$ cat src/rtl/lfsr_period_monitor.sv
// -----------------------------------------------------------------------------
// lfsr_period_monitor
//
// On-chip self-test checker placed directly after an `lfsr` block. On a `start`
// command it captures the seed the LFSR was loaded with. It waits for that seed
// to appear on the sample stream, then counts valid samples until the seed
// recurs. It reports the measured period, a maximal-length pass flag, and
// zero-lock, stuck-value and timeout errors.
//
// Configuration macro:
//   LFSR_MON_STUCK_CHECK_EN - when defined, two equal consecutive samples
//                             during COUNT end the measurement with stuck_err.
//                             When undefined, stuck_err is constant 0. A
//                             repeated value then counts as a normal sample,
//                             so a stuck LFSR ends through the timeout path.
//
// Parameters:
//   LENGTH       LFSR width in bits (must match the upstream lfsr)
//
// Ports:
//   clk          rising-edge clock
//   rst          synchronous active-high reset
//   start        one-cycle measurement command, accepted only in IDLE
//   seed         seed loaded into the upstream LFSR, captured on start
//   valid        data carries a new LFSR state this cycle
//   data         LFSR output
//   busy         measurement in progress; falls in the same cycle done is high
//   done         one-cycle pulse when a measurement ends
//   pass         last measured period equals 2^LENGTH-1
//   period       last measured period (LENGTH+1 bits), 0 on any error
//   zero_err     seed or a sample was all-zero
//   stuck_err    two consecutive samples were equal
//   timeout_err  the seed did not recur within 2^LENGTH samples
// -----------------------------------------------------------------------------
module lfsr_period_monitor #(
  parameter int LENGTH = 4
) (
  input  logic              clk,
  input  logic              rst,
  input  logic              start,
  input  logic [LENGTH-1:0] seed,
  input  logic              valid,
  input  logic [LENGTH-1:0] data,
  output logic              busy,
  output logic              done,
  output logic              pass,
  output logic [LENGTH:0]   period,
  output logic              zero_err,
  output logic              stuck_err,
  output logic              timeout_err
);

  typedef enum logic [1:0] {
    IDLE  = 2'd0,
    ARM   = 2'd1,
    COUNT = 2'd2,
    DONE  = 2'd3
  } state_t;

  localparam logic [LENGTH:0] CNT_ONE  = {{LENGTH{1'b0}}, 1'b1};
  localparam logic [LENGTH:0] CNT_FULL = {1'b1, {LENGTH{1'b0}}};  // 2^LENGTH
  localparam logic [LENGTH:0] CNT_MAX  = CNT_FULL - CNT_ONE;      // 2^LENGTH-1

  state_t            state, state_d;
  logic [LENGTH-1:0] seed_q, seed_d;
  logic [LENGTH-1:0] prev_q, prev_d;
  logic [LENGTH:0]   cnt, cnt_d, cnt_inc;
  logic [LENGTH:0]   period_d;
  logic              pass_d, zero_d, stuck_d, timeout_d, busy_d;
  logic              stuck_hit;

  assign cnt_inc = cnt + CNT_ONE;

`ifdef LFSR_MON_STUCK_CHECK_EN
  assign stuck_hit = (data == prev_q);
`else
  // With the check removed, stuck_d is never set and the stuck_err register
  // stays at its reset value of 0.
  assign stuck_hit = 1'b0;
`endif

  always_comb begin
    // NOTE: every combinational output gets a default before the case, so
    // no path leaves a value unassigned and no latch is inferred.
    state_d   = state;
    seed_d    = seed_q;
    prev_d    = prev_q;
    cnt_d     = cnt;
    period_d  = period;
    pass_d    = pass;
    zero_d    = zero_err;
    stuck_d   = stuck_err;
    timeout_d = timeout_err;

    unique case (state)
      IDLE: begin
        if (start) begin
          seed_d    = seed;
          cnt_d     = '0;
          period_d  = '0;
          pass_d    = 1'b0;
          zero_d    = 1'b0;
          stuck_d   = 1'b0;
          timeout_d = 1'b0;
          if (seed == '0) begin
            zero_d  = 1'b1;
            state_d = DONE;
          end else begin
            state_d = ARM;
          end
        end
      end

      ARM: begin
        if (valid) begin
          if (data == seed_q) begin
            // The seed is the first sample of the period being measured.
            prev_d  = data;
            cnt_d   = CNT_ONE;
            state_d = COUNT;
          end else begin
            cnt_d = cnt_inc;
            if (cnt_inc == CNT_FULL) begin
              timeout_d = 1'b1;
              state_d   = DONE;
            end
          end
        end
      end

      COUNT: begin
        if (valid) begin
          if (data == '0) begin
            zero_d  = 1'b1;
            state_d = DONE;
          end else if (stuck_hit) begin
            stuck_d = 1'b1;
            state_d = DONE;
          end else if (data == seed_q) begin
            period_d = cnt;
            pass_d   = (cnt == CNT_MAX);
            state_d  = DONE;
          end else begin
            cnt_d  = cnt_inc;
            prev_d = data;
            // Terminating here keeps cnt at 2^LENGTH at most, so it never wraps.
            if (cnt_inc == CNT_FULL) begin
              timeout_d = 1'b1;
              state_d   = DONE;
            end
          end
        end
      end

      DONE: state_d = IDLE;

      default: state_d = IDLE;
    endcase

    // busy covers ARM and COUNT and stays high through the DONE cycle, so it
    // drops on the same edge that raises done. The zero-seed path goes from
    // IDLE straight to DONE and never raises busy.
    busy_d = (state_d == ARM) || (state_d == COUNT) ||
             ((state_d == DONE) && (state != IDLE));
  end

  always_ff @(posedge clk) begin
    // NOTE: all state updates use non-blocking assignments, so every register
    // samples the values from before the edge regardless of statement order.
    if (rst) begin
      state       <= IDLE;
      seed_q      <= '0;
      prev_q      <= '0;
      cnt         <= '0;
      period      <= '0;
      pass        <= 1'b0;
      zero_err    <= 1'b0;
      stuck_err   <= 1'b0;
      timeout_err <= 1'b0;
      busy        <= 1'b0;
      done        <= 1'b0;
    end else begin
      state       <= state_d;
      seed_q      <= seed_d;
      prev_q      <= prev_d;
      cnt         <= cnt_d;
      period      <= period_d;
      pass        <= pass_d;
      zero_err    <= zero_d;
      stuck_err   <= stuck_d;
      timeout_err <= timeout_d;
      busy        <= busy_d;
      done        <= (state == DONE);
    end
  end

endmodule

$ cat config.mk
export PLATFORM = sky130hd
export DESIGN_NAME = lfsr_period_monitor
export DESIGN_NICKNAME = d
export VERILOG_FILES = /design/src/rtl/lfsr_period_monitor.sv
export SDC_FILE = /design/constraint.sdc
export NUM_CORES = 1
export LEC_CHECK = 0
export ABC_AREA = 1
export CORE_MARGIN = 5
export CORE_UTILIZATION = 45
export CTS_CLUSTER_DIAMETER = 60
export CTS_CLUSTER_SIZE = 10
export DETAILED_ROUTE_END_ITERATION = 6
export PLACE_DENSITY = 0.73
export SKIP_LAST_GASP = 1
export SLEW_MARGIN = 40
export SYNTH_ARGS = -nofsm -noshare
export SYNTH_HDL_FRONTEND = slang
export SYNTH_SLANG_ARGS = --single-unit
$ cat constraint.sdc
create_clock -name clk -period 2 [get_ports clk]
set_clock_uncertainty 0.05 [all_clocks]
set_input_delay 0.3 -clock clk [delete_from_list [all_inputs] [get_ports clk]]
set_output_delay 0.3 -clock clk [all_outputs]
set_load 0.03 [all_outputs]
==> impl_results.html, run 1 <==
<table>
<tr><th>Metric</th><th>Value</th></tr>
<tr><th colspan="2">Floorplanning</th></tr>
<tr><td>Effective utilization at floorplan</td><td>0.465</td></tr>
<tr><td>Vert. Die Dim</td><td>63.2 microns</td></tr>
<tr><td>Area inside the core boundary</td><td>2730 sq um</td></tr>
<tr><td>Die outline area</td><td>3990 sq um</td></tr>
<tr><td>FP Rows</td><td>19</td></tr>
<tr><td>Floorplan die width</td><td>63.2 microns</td></tr>
<tr><td>Top-level I/O count</td><td>23</td></tr>
<tr><th colspan="2">Setup path</th></tr>
<tr><td>Startpoint type of the worst setup path</td><td>register</td></tr>
<tr><td>Kind of end point of the critical path</td><td>register</td></tr>
<tr><td>Crit Reg-Reg Endpoint</td><td>busy</td></tr>
<tr><td>Setup CP Type</td><td>register to register</td></tr>
<tr><td>CP Launch Point</td><td>cnt[0]</td></tr>
<tr><td>RR Startpoint</td><td>cnt[0]</td></tr>
<tr><td>Worst-case reg-to-reg path depth</td><td>18</td></tr>
<tr><td>Slack of the worst reg-to-reg path</td><td>-260 ps</td></tr>
<tr><td>Required time of the worst setup path</td><td>2170 ps</td></tr>
<tr><td>Largest fanout on the critical path</td><td>3</td></tr>
<tr><td>Setup crit end</td><td>busy</td></tr>
<tr><td>Arrival time of data at the critical path endpoint</td><td>2430 ps</td></tr>
<tr><th colspan="2">Synth</th></tr>
<tr><td>Post-Synth Adder-Cell Area</td><td>0.0787</td></tr>
<tr><td>Main combinational cell family by area after synthesis</td><td>simple AND/OR/NAND/NOR gates</td></tr>
<tr><td>Synth warn</td><td>0</td></tr>
<tr><td>Basic-gate share of the synthesized area counting and, or, nand and nor cells</td><td>0.355</td></tr>
<tr><td>Mux cell area share after synthesis</td><td>0</td></tr>
<tr><td>Net count after synthesis</td><td>208</td></tr>
<tr><td>Share of the synthesized area in compound gates (AO/OA/AOI/OAI)</td><td>0.116</td></tr>
<tr><td>Xor/xnor cell area share of the yosys netlist</td><td>0</td></tr>
<tr><td>Sequential area share after synthesis</td><td>0.331</td></tr>
<tr><td>Yosys cell types</td><td>23</td></tr>
<tr><td>Syn Area/Cell</td><td>6.76 sq um</td></tr>
<tr><td>Synth Cell Area</td><td>1270 sq um</td></tr>
<tr><td>Synthesized instance count</td><td>188</td></tr>
<tr><td>#FFs+latches synth</td><td>21</td></tr>
<tr><th colspan="2">Placed design</th></tr>
<tr><td>Placer congestion estimate</td><td>0.845</td></tr>
<tr><td>IO Port Bufs</td><td>21</td></tr>
<tr><td>HPWL after detailed placement</td><td>2.26 mm</td></tr>
<tr><th colspan="2">Routing</th></tr>
<tr><td>Pre-Repair DR Iteration Count</td><td>4</td></tr>
<tr><td>Wire length per cell</td><td>11.3 microns</td></tr>
<tr><td>Total via count after detailed routing</td><td>1278</td></tr>
<tr><td>Post-detailed-route via-to-cell ratio</td><td>4.95</td></tr>
<tr><td>DRC violations left</td><td>0</td></tr>
<tr><td>1st-iter DRT viols</td><td>72</td></tr>
<tr><td>Total wirelength of the detailed-routed design</td><td>2.93 mm</td></tr>
<tr><td>Detail Route Antenna Nets</td><td>0</td></tr>
<tr><th colspan="2">STA</th></tr>
<tr><td>Final hold violations</td><td>0</td></tr>
<tr><td>Unrepaired setup endpoints after global routing</td><td>true</td></tr>
<tr><td>Final count of pins violating max slew</td><td>0</td></tr>
<tr><td>Clock period minus final worst setup slack</td><td>2260 ps</td></tr>
<tr><td>Setup slack after layout</td><td>-265 ps</td></tr>
<tr><td>Fin crit share</td><td>1.13</td></tr>
<tr><td>Setup-violating endpoint count in the final report</td><td>2</td></tr>
<tr><td>Maximum clock frequency</td><td>442 MHz</td></tr>
<tr><td>Hold slack</td><td>420 ps</td></tr>
<tr><td>Total negative setup slack</td><td>-402 ps</td></tr>
<tr><th colspan="2">Clock tree</th></tr>
<tr><td>Clock tree from TritonCTS</td><td>yes</td></tr>
<tr><td>CTS root buffer</td><td>sky130_fd_sc_hd__clkbuf_4</td></tr>
<tr><td>Number of buffers on the longest clock path</td><td>2</td></tr>
<tr><td>Clock Latency Late Sink</td><td>310 ps</td></tr>
<tr><td>TritonCTS Buffers</td><td>3</td></tr>
<tr><td>H-tree Lvls</td><td>1</td></tr>
<tr><td>Clock sinks</td><td>21</td></tr>
<tr><td>Hold-fix buffers, CTS</td><td>0</td></tr>
<tr><td>Clock-pin slew of the registers on the worst-case setup and hold paths</td><td>120 ps</td></tr>
<tr><th colspan="2">Power</th></tr>
<tr><td>Worst IR drop on VDD</td><td>0.658 mV</td></tr>
<tr><td>Leakage component of the power</td><td>0.000803 uW</td></tr>
<tr><td>Power density over the cells</td><td>1070 nW/um^2</td></tr>
<tr><th colspan="2">Flow run</th></tr>
<tr><td>Maximum Capacitance Violations</td><td>0</td></tr>
<tr><th colspan="2">Finish</th></tr>
<tr><td>Fraction of layout instances using a drive strength above 1</td><td>0.225</td></tr>
<tr><td>Antenna diode count</td><td>0</td></tr>
<tr><td>Most used cells in the layout excluding fill and tap cells</td><td>47 x sky130_fd_sc_hd__nand2_1, 26 x sky130_fd_sc_hd__inv_1, 21 x sky130_fd_sc_hd__clkdlybuf4s50_1</td></tr>
<tr><td>Number of nets in the finished design</td><td>248</td></tr>
<tr><td>Signed area change from the synthesized netlist to the final layout</td><td>35.0%</td></tr>
<tr><td>Most common cell after layout, fill and taps aside</td><td>sky130_fd_sc_hd__nand2_1</td></tr>
<tr><th colspan="2">Global route</th></tr>
<tr><td>First-pass GRT wire length</td><td>5.14 mm</td></tr>
<tr><td>Total track usage</td><td>0.153</td></tr>
<tr><td>Global-route congestion overflow total</td><td>0</td></tr>
<tr><td>Number of antenna violations at the first check in global routing</td><td>0</td></tr>
<tr><td>Vias in the first global route</td><td>1246</td></tr>
<tr><td>Pin count of the biggest net entering global routing</td><td>16</td></tr>
<tr><th colspan="2">Hold path</th></tr>
<tr><td>Worst min-delay path class</td><td>register to register</td></tr>
<tr><td>Hold Path Origin</td><td>pass</td></tr>
<tr><th colspan="2">Outcome</th></tr>
<tr><td>Violations in the final reports</td><td>setup timing</td></tr>
<tr><td>Status</td><td>finished with violations</td></tr>
</table>
Yosys cell counts:
library cell | instances | share of area
sky130_fd_sc_hd__a21oi_1 | 21 | 0.083
sky130_fd_sc_hd__buf_4 | 1 | 0.0059
sky130_fd_sc_hd__buf_6 | 1 | 0.0089
sky130_fd_sc_hd__clkbuf_1 | 2 | 0.0059
sky130_fd_sc_hd__clkinv_2 | 1 | 0.0039
sky130_fd_sc_hd__conb_1 | 1 | 0.0029
sky130_fd_sc_hd__dfxtp_1 | 21 | 0.33
sky130_fd_sc_hd__ha_1 | 8 | 0.079
sky130_fd_sc_hd__inv_1 | 30 | 0.089
sky130_fd_sc_hd__inv_2 | 1 | 0.0029
sky130_fd_sc_hd__nand2_1 | 49 | 0.14
sky130_fd_sc_hd__nand2_2 | 4 | 0.020
sky130_fd_sc_hd__nand2_4 | 2 | 0.018
sky130_fd_sc_hd__nand3_1 | 14 | 0.055
sky130_fd_sc_hd__nand3_2 | 3 | 0.024
sky130_fd_sc_hd__nand4_1 | 2 | 0.0098
sky130_fd_sc_hd__nor2_1 | 12 | 0.035
sky130_fd_sc_hd__nor2_2 | 1 | 0.0049
sky130_fd_sc_hd__nor2_4 | 4 | 0.035
sky130_fd_sc_hd__nor3_1 | 1 | 0.0039
sky130_fd_sc_hd__nor4_1 | 1 | 0.0049
sky130_fd_sc_hd__o211ai_1 | 1 | 0.0059
sky130_fd_sc_hd__o21ai_0 | 7 | 0.028
worst min path at each step:
stage	end	slack (ps)	depth (start not counted)
final	pass	420	2
after detailed placement	pass	400	2
after floorplan	seed_q[0]	390	2
after global placement	seed_q[1]	400	2
after global routing	pass	450	2
after CTS	pass	420	2
layout make-up:
class | count | area (sq um)
inverters | 32 | 124
fillers | 249 | 1020
flip-flops and latches | 21 | 428
repair buffers | 39 | 345
clock inverters | 1 | 5.00
clock buffers | 3 | 22.5
multi-input cells | 131 | 753
well taps | 31 | 38.8
registers in the layout (all words and copies together) (netlist names):
| register | flops |
|---|---|
| timeout_err | 1 |
| done | 1 |
| pass | 1 |
| busy | 1 |
| seed_q | 4 |
| cnt | 5 |
| zero_err | 1 |
| state | 2 |
| period | 5 |
critical path, cell delays in order (launching register included):
cell and delay (ps):
sky130_fd_sc_hd__dfxtp_4 380, sky130_fd_sc_hd__ha_4 140, sky130_fd_sc_hd__inv_4 40, sky130_fd_sc_hd__nor3_4 170, sky130_fd_sc_hd__ha_1 260, sky130_fd_sc_hd__inv_2 60
sky130_fd_sc_hd__nand2_1 40, sky130_fd_sc_hd__nor2_1 110, sky130_fd_sc_hd__nand2_1 110, sky130_fd_sc_hd__nand3_1 90, sky130_fd_sc_hd__nand2_1 50, sky130_fd_sc_hd__nand2_1 50
sky130_fd_sc_hd__nand2_1 60, sky130_fd_sc_hd__nand2_1 80, sky130_fd_sc_hd__nand2_2 70, sky130_fd_sc_hd__inv_2 70, sky130_fd_sc_hd__ha_4 190, sky130_fd_sc_hd__a21oi_2 100
sky130_fd_sc_hd__nor2_1 50
per-stage QoR:
stage	std cells	worst slack [ps]	utilization	area, sq um	power [uW]
floorplan	188	9.67	-	1300	1210
global placement	251	-164	0.597	1630	1460
detailed placement	251	-220	0.597	1630	1490
CTS	257	-232	0.617	1690	1740
global route	258	-500	0.628	1720	2000
finish	258	-265	0.628	1720	1830
logic make-up (layout without fill, tap and decap cells):
| group | after synthesis | after routing |
|---|---|---|
| simple gates | 93 | 93 |
| buf+inv | 36 | 75 |
| compound gates | 29 | 29 |
| flops | 21 | 21 |
| fa+ha+maj | 8 | 8 |
| other cells | 1 | 1 |
power breakdown:
part           total (uW)  internal (uW)  switching (uW)
Sequential            518            483            35.4
Combinational        1100            430             674
Clock                 211           74.8             137
timing repair:
item / in CTS / in global routing
buffers inserted: 2 / 1
setup endpoints to repair: 1 / 4
cloned: 0 / 0
gates resized for setup: 3 / 7
pin swaps: 3 / 7
routing by layer:
metal	global-route usage	vias up	routed length, microns
met2	0.246	37	1450
li1	-	669	-
met3	0.0284	4	144
met5	0	-	0
met1	0.199	568	1290
met4	0.0663	0	44
Power figures use the tool's default switching activity.
==> inputs of run 2 (changes only) <==
Settings changed: CAP_MARGIN set to 40.
==> results of run 2 <==
Final layout, timing and power as in run 1 (identical DEF).
